File: config.mk
export PLATFORM = sky130hd
export DESIGN_NAME = led_gpio_ctrl
export DESIGN_NICKNAME = d
export VERILOG_FILES = /design/src/rtl/led_gpio_pkg.sv /design/src/rtl/led_pwm_gen.sv /design/src/rtl/led_gpio_ctrl.sv
export SDC_FILE = /design/constraint.sdc
export NUM_CORES = 1
export LEC_CHECK = 0
export ABC_AREA = 1
export CAP_MARGIN = 40
export CELL_PAD_IN_SITES_DETAIL_PLACEMENT = 0
export CELL_PAD_IN_SITES_GLOBAL_PLACEMENT = 2
export CORE_MARGIN = 5
export CORE_UTILIZATION = 28
export CTS_CLUSTER_SIZE = 12
export DETAILED_ROUTE_END_ITERATION = 12
export PLACE_DENSITY_LB_ADDON = 0.1
export SLEW_MARGIN = 25
export SYNTH_ARGS = -nofsm -noshare
export SYNTH_HDL_FRONTEND = slang
export SYNTH_SLANG_ARGS = --single-unit
File: constraint.sdc
create_clock -name clk_sys -period 1.6 [get_ports clk_sys]
set_input_delay 0.32 -clock clk_sys [delete_from_list [all_inputs] [get_ports clk_sys]]
set_output_delay 0.32 -clock clk_sys [all_outputs]
set_load 0.1 [all_outputs]
File: src/rtl/led_gpio_pkg.sv
// led_gpio_pkg: shared definitions for the LED/GPIO peripheral.
//   - Word offsets of the register map (addr[4:2]).
//   - Per-LED mode enum and a helper that extracts one LED's mode from MODE.
package led_gpio_pkg;

  localparam logic [2:0] OUT_OFS       = 3'd0;
  localparam logic [2:0] MODE_OFS      = 3'd1;
  localparam logic [2:0] BLINK_DIV_OFS = 3'd2;
  localparam logic [2:0] PWM_DUTY_OFS  = 3'd3;
  localparam logic [2:0] GPI_OFS       = 3'd4;

  typedef enum logic [1:0] {
    LedStatic = 2'b00,
    LedBlink  = 2'b01,
    LedPwm    = 2'b10
  } led_mode_e;

  // Encoding 11 is treated as static, same as 00.
  function automatic led_mode_e led_mode_get(input logic [31:0] mode, input int unsigned idx);
    logic [1:0] field;
    field = 2'(mode >> (2 * idx));
    case (field)
      2'b01:   return LedBlink;
      2'b10:   return LedPwm;
      default: return LedStatic;
    endcase
  endfunction

endpackage

File: src/rtl/led_pwm_gen.sv
// led_pwm_gen: blink prescaler and free-running PWM counter.
//   clk_sys, rst_sys_n : clock, async active-low reset
//   blink_div_i        : prescaler terminal count (phase toggles when pcnt hits it)
//   pwm_duty_i         : PWM duty, on while counter < duty
//   blink_clr_i        : restart blink phase low (strobe on BLINK_DIV write)
//   blink_ph_o         : blink phase
//   pwm_on_o           : PWM on indication
module led_pwm_gen #(
  parameter int unsigned PrescW = 24
) (
  input  logic              clk_sys,
  input  logic              rst_sys_n,
  input  logic [PrescW-1:0] blink_div_i,
  input  logic [7:0]        pwm_duty_i,
  input  logic              blink_clr_i,
  output logic              blink_ph_o,
  output logic              pwm_on_o
);

  logic [PrescW-1:0] pcnt_q, pcnt_d;
  logic              ph_q, ph_d;
  logic [7:0]        wcnt_q;

  always_comb begin
    pcnt_d = pcnt_q + PrescW'(1);
    ph_d   = ph_q;
    if (blink_clr_i) begin
      pcnt_d = '0;
      ph_d   = 1'b0;
    end else if (pcnt_q == blink_div_i) begin
      pcnt_d = '0;
      ph_d   = ~ph_q;
    end
  end

  always_ff @(posedge clk_sys or negedge rst_sys_n) begin
    if (!rst_sys_n) begin
      pcnt_q <= '0;
      ph_q   <= 1'b0;
      wcnt_q <= '0;
    end else begin
      pcnt_q <= pcnt_d;
      ph_q   <= ph_d;
      wcnt_q <= wcnt_q + 8'd1;
    end
  end

  assign blink_ph_o = ph_q;
  assign pwm_on_o   = (wcnt_q < pwm_duty_i);

endmodule

File: src/rtl/led_gpio_ctrl.sv
// led_gpio_ctrl: memory-mapped LED/GPIO peripheral on the Ibex data bus.
//   clk_sys, rst_sys_n   : clock, async active-low reset
//   req_i/we_i/be_i      : region-decoded request, write enable, byte enables
//   addr_i/wdata_i       : byte address (only [4:2] decoded), write data
//   gnt_o                : grant, always equal to req_i
//   rvalid_o/rdata_o/err_o : one-cycle registered response
//   gpi_i                : asynchronous inputs, 2-flop synchronised into GPI
//   led_o                : registered LED drive
module led_gpio_ctrl
  import led_gpio_pkg::*;
#(
  parameter int unsigned NumLeds = 8,
  parameter int unsigned NumGpi  = 8,
  parameter int unsigned PrescW  = 24
) (
  input  logic               clk_sys,
  input  logic               rst_sys_n,
  input  logic               req_i,
  input  logic               we_i,
  input  logic [3:0]         be_i,
  input  logic [31:0]        addr_i,
  input  logic [31:0]        wdata_i,
  output logic               gnt_o,
  output logic               rvalid_o,
  output logic [31:0]        rdata_o,
  output logic               err_o,
  input  logic [NumGpi-1:0]  gpi_i,
  output logic [NumLeds-1:0] led_o
);

  logic [NumLeds-1:0]   out_q, out_d;
  logic [2*NumLeds-1:0] mode_q, mode_d;
  logic [PrescW-1:0]    bdiv_q, bdiv_d;
  logic [7:0]           duty_q, duty_d;
  logic [NumGpi-1:0]    gpi_s1_q, gpi_s2_q;
  logic [NumLeds-1:0]   led_q, led_d;
  logic                 rvalid_q, err_q, err_d;
  logic [31:0]          rdata_q, rdata_d;
  logic [31:0]          wmask, mode_pad;
  logic [2:0]           ofs;
  logic                 wr, blink_clr, blink_ph, pwm_on;

  assign gnt_o = req_i;
  assign ofs   = addr_i[4:2];
  assign wr    = req_i & we_i;
  assign wmask = {{8{be_i[3]}}, {8{be_i[2]}}, {8{be_i[1]}}, {8{be_i[0]}}};

  logic unused_bus;
  assign unused_bus = ^{addr_i[31:5], addr_i[1:0], wdata_i, wmask};

  // Byte-masked register writes; bits above each field width are dropped.
  always_comb begin
    out_d  = out_q;
    mode_d = mode_q;
    bdiv_d = bdiv_q;
    duty_d = duty_q;
    if (wr) begin
      case (ofs)
        OUT_OFS:       out_d  = (out_q & ~wmask[NumLeds-1:0]) |
                                (wdata_i[NumLeds-1:0] & wmask[NumLeds-1:0]);
        MODE_OFS:      mode_d = (mode_q & ~wmask[2*NumLeds-1:0]) |
                                (wdata_i[2*NumLeds-1:0] & wmask[2*NumLeds-1:0]);
        BLINK_DIV_OFS: bdiv_d = (bdiv_q & ~wmask[PrescW-1:0]) |
                                (wdata_i[PrescW-1:0] & wmask[PrescW-1:0]);
        PWM_DUTY_OFS:  duty_d = (duty_q & ~wmask[7:0]) | (wdata_i[7:0] & wmask[7:0]);
        default:       ;
      endcase
    end
  end

  assign blink_clr = wr && (ofs == BLINK_DIV_OFS);

  // Read data carries the pre-write register values; writes return zero data.
  always_comb begin
    rdata_d = '0;
    err_d   = req_i && (ofs > GPI_OFS);
    if (req_i && !we_i) begin
      case (ofs)
        OUT_OFS:       rdata_d[NumLeds-1:0]   = out_q;
        MODE_OFS:      rdata_d[2*NumLeds-1:0] = mode_q;
        BLINK_DIV_OFS: rdata_d[PrescW-1:0]    = bdiv_q;
        PWM_DUTY_OFS:  rdata_d[7:0]           = duty_q;
        GPI_OFS:       rdata_d[NumGpi-1:0]    = gpi_s2_q;
        default:       ;
      endcase
    end
  end

  led_pwm_gen #(
    .PrescW (PrescW)
  ) u_pwm_gen (
    .clk_sys     (clk_sys),
    .rst_sys_n   (rst_sys_n),
    .blink_div_i (bdiv_q),
    .pwm_duty_i  (duty_q),
    .blink_clr_i (blink_clr),
    .blink_ph_o  (blink_ph),
    .pwm_on_o    (pwm_on)
  );

  always_comb begin
    mode_pad                = '0;
    mode_pad[2*NumLeds-1:0] = mode_q;
  end

  for (genvar i = 0; i < NumLeds; i++) begin : g_led
    led_mode_e mode_i;
    assign mode_i   = led_mode_get(mode_pad, i);
    assign led_d[i] = (mode_i == LedBlink) ? (out_q[i] & blink_ph) :
                      (mode_i == LedPwm)   ? (out_q[i] & pwm_on)   : out_q[i];
  end

  always_ff @(posedge clk_sys or negedge rst_sys_n) begin
    if (!rst_sys_n) begin
      out_q    <= '0;
      mode_q   <= '0;
      bdiv_q   <= '0;
      duty_q   <= '0;
      gpi_s1_q <= '0;
      gpi_s2_q <= '0;
      led_q    <= '0;
      rvalid_q <= 1'b0;
      rdata_q  <= '0;
      err_q    <= 1'b0;
    end else begin
      out_q    <= out_d;
      mode_q   <= mode_d;
      bdiv_q   <= bdiv_d;
      duty_q   <= duty_d;
      gpi_s1_q <= gpi_i;
      gpi_s2_q <= gpi_s1_q;
      led_q    <= led_d;
      rvalid_q <= req_i;
      rdata_q  <= rdata_d;
      err_q    <= err_d;
    end
  end

  assign led_o    = led_q;
  assign rvalid_o = rvalid_q;
  assign rdata_o  = rdata_q;
  assign err_o    = err_q;

endmodule

==> summary.md <==
| Metric | Value |
|---|---|
| Register area share after synthesis | `0.526` |
| Row cnt | `56` |
| RR Endpoint | `u_pwm_gen.pcnt_q[3]$_DFF_PN0_` |
| Placer congestion estimate | `0.791` |
| Core area | `23400 um^2` |
| Final number of setup-violating endpoints | `0` |
| Initial antenna violation count | `0` |
| Setup CP Type | `in -> reg` |
| Initial Utilization | `0.283` |
| # port buffers | `76` |
| VDD IR max | `0.728 mV` |
| CTS sink cnt | `139` |
| Area Growth Syn to Fin | `44.0%` |
| Post-Route WL | `19.7 mm` |
| CTS tree | `done` |
| Critical Path Source Type | `primary input` |
| Drt via density | `4.31` |
| Yosys warns | `0` |
| Worst clock skew | `0.00743 ns` |
| Status | `finished, final reports clean` |
| Chip width | `164 um` |
| CP peak stage delay | `0.51 ns` |
| Xor/xnor share of the synthesized area | `0.0344` |
| Inserted Clock Buffers | `17` |
| N_diodes | `0` |
| DRC violations left | `0` |
| Max Fanout on Critical Path | `8` |
| Total grt overflow | `0` |
| Clk Latency, worst-skew pair | `0.42 ns` |
| Max Transition Viols Final | `0` |
| WP data arrival | `1.93 ns` |
| CP startpoint | `addr_i[4]` |
| Place WS | `-0.416 ns` |
| Crit-path slowest cell | `clkdlybuf4s50_1` |
| Reg clk slew, reported paths | `0.07 ns` |
| Hold Crit Class | `in -> async` |
| Detailed Route Iter0 Violations | `247` |
| Area after DPL | `8510 um^2` |
| Yosys cell types | `32` |
| Leak pwr | `0.00442 uW` |
| Post-DP HPWL | `14.6 mm` |
| Mux cell area share after synthesis | `0` |
| First-pass GRT wire length | `30.9 mm` |
| Syn avg cell area | `8.40 um^2` |
| Max_cap viols | `0` |
| Synth Register Bits | `139` |
| Synthesized instance count | `788` |
| Die height | `164 um` |
| Fin. Hold Viols | `0` |
| Simple logic cell fraction of the synthesized area | `0.234` |
| Clock Tree Buf Depth | `2` |
| Pin count of the biggest net entering global routing | `83` |
| Fillers | `2417` |
| Pwr Density | `1190 nW/um^2` |
| Vias in the first global route | `5667` |
| Max Freq | `632 MHz` |
| GR Util All Layers | `0.150` |
| Via Count | `5499` |
| Worst setup EP type | `flop` |
| Die ar. | `26800 um^2` |
| Clock root buffer | `clkbuf_16` |
| FF-to-FF path depth | `9` |
| Worst R2R Setup Slack | `0.03 ns` |
| CP cell instances | `clkdlybuf4s50_1 -> inv_2 -> nand3_1 -> buf_4 -> o21ai_0 -> nor2_1 -> a21oi_1` |
| Register area | `3490 um^2` |
| Compound-gate portion of the synthesized area | `0.0921` |
| Final worst slack | `0.0176 ns` |
| Final Cycle Share | `0.989` |
| Remaining antenna violation count after routing | `0` |
| CP required | `1.95 ns` |
| Multi-input logic area | `2780 um^2` |
| Fraction of layout cells with a size suffix above 1 | `0.254` |
| Syn Std Cell Area | `6620 um^2` |
| Largest family of logic cells by synthesized area | `simple AND/OR/NAND/NOR gates` |
| Ports | `123` |
| Final #Nets | `1032` |
| Post-route design area | `9530 um^2` |
| WL/cell | `15.4 um` |
| Fin crit period | `1.58 ns` |
| Unrepaired setup endpoints after global routing | `yes` |
| Synth Area in Adders | `0.0170` |
| Drt pass-1 iters | `4` |
| H-tree Lvls | `4` |
==> critical path: cells and delay by family <==
kind	cells	cell delay (ns)
AOI/OAI and AO/OA	2	0.47
buffers and inverters	3	0.87
and+or+nand+nor	2	0.27
==> Yosys cell counts <==
cell type,n,share of area
a211oi_1,3,0.0034
a21oi_1,19,0.014
a21oi_2,8,0.011
buf_2,8,0.0061
buf_4,11,0.012
buf_6,7,0.012
clkbuf_1,3,0.0017
clkbuf_2,2,0.0015
conb_1,1,0.00057
dfrtp_1,139,0.53
ha_1,9,0.017
inv_1,105,0.060
inv_2,5,0.0028
nand2_1,198,0.11
nand2_2,7,0.0066
nand3_1,31,0.023
nand3_4,1,0.0026
nand3b_1,1,0.0011
nand4_1,10,0.0095
nand4_4,2,0.0064
nor2_1,92,0.052
nor2_2,1,0.00095
nor2_4,2,0.0034
nor2_8,1,0.0030
nor3_1,14,0.011
o21ai_0,41,0.031
o21ai_1,25,0.019
o22ai_1,11,0.010
o31ai_1,3,0.0034
or2_2,2,0.0019
xnor2_1,9,0.012
xor2_1,17,0.023
==> layout make-up <==
| cell class | count | area share |
|---|---|---|
| repair buffers | 160 | 0.195 |
| well taps | 319 | 0.0419 |
| multi-input cells | 515 | 0.292 |
| inverters | 110 | 0.0436 |
| clock inverters | 15 | 0.0171 |
| flip-flops and latches | 139 | 0.366 |
| clock buffers | 17 | 0.0447 |
==> power by group <==
part	switching, uW	internal [uW]
combinational	1750	1200
clock	1800	2230
sequential	402	3950
total	3960	7380
==> layout by cell type (no fill, tap or decap), types with 7 or more instances in the layout <==
master and instances:
buf_4 73, o22ai_1 11, nor2_2 20, clkdlybuf4s50_1 40, dfrtp_2 9, conb_1 8, a21oi_1 11, a21oi_2 13
buf_12 39, xor2_1 17, nor2_1 64, xnor2_1 9, nor2_4 11, nand3_1 29, nor3_1 13, inv_6 7
ha_1 7, inv_2 11, inv_1 98, o21ai_1 28, nand4_1 10, nand2_2 10, dfrtp_1 130, o21ai_0 38
nand2_1 193, clkbuf_16 19
==> worst max-delay path by stage <==
| stage | end | slack (ns) | cells past startpoint |
|---|---|---|---|
| 2_1_floorplan | u_pwm_gen.pcnt_q[16]$_DFF_PN0_ | 0.08 | 7 |
| 3_3_place_gp | rdata_o[4]$_DFF_PN0_ | -0.43 | 7 |
| 3_5_place_dp | rdata_o[4]$_DFF_PN0_ | -0.42 | 7 |
| 4_1_cts | led_o[1]$_DFF_PN0_ | -0.02 | 8 |
| 5_1_grt | u_pwm_gen.pcnt_q[6]$_DFF_PN0_ | -0.09 | 11 |
| 6_report | rdata_o[4]$_DFF_PN0_ | 0.02 | 7 |
==> per-stage QoR <==
| stage | total power [uW] | hold WS (ns) | utilization | TNS (ns) | instances |
|---|---|---|---|---|---|
| CTS | 11200 | 0.232 | 0.390 | -0.0564 | 1263 |
| finish | 11300 | 0.249 | 0.407 | 0 | 1275 |
| global route | 12000 | 0.240 | 0.407 | -1.46 | 1275 |
| floorplan | 5970 | 0.0244 | - | 0 | 795 |
| detailed placement | 7110 | 0.112 | 0.364 | -27.48 | 1229 |
| global placement | 7090 | 0.112 | 0.364 | -26.40 | 1229 |
==> per-layer routing <==
metal | GRT usage | vias to the layer above | part of all wire
met2 | 0.248 | 74 | 0.50
met3 | 0.0417 | 8 | 0.035
met4 | 0.0381 | 0 | 0.0083
li1 | - | 2771 | -
met1 | 0.194 | 2646 | 0.45
met5 | 0 | - | 0
==> logic make-up after synthesis <==
group,after synthesis
AOI/OAI and AO/OA,110
DFF,139
other,1
and+or+nand+nor,362
buffers and inverters,141
adders and majority gates,9
xor gates and xnor gates,26
==> timing repair <==
action / 4_1_cts / 5_1_grt
hold buffers: 1 / 0
endpoints found under the setup margin: 28 / 57
hold endpoints to repair: 139 / 0
cloned: 0 / 3
setup buffers: 1 / 9
pin swaps: 0 / 18
resized for setup: 2 / 86
(Power assumes the default switching activity.)
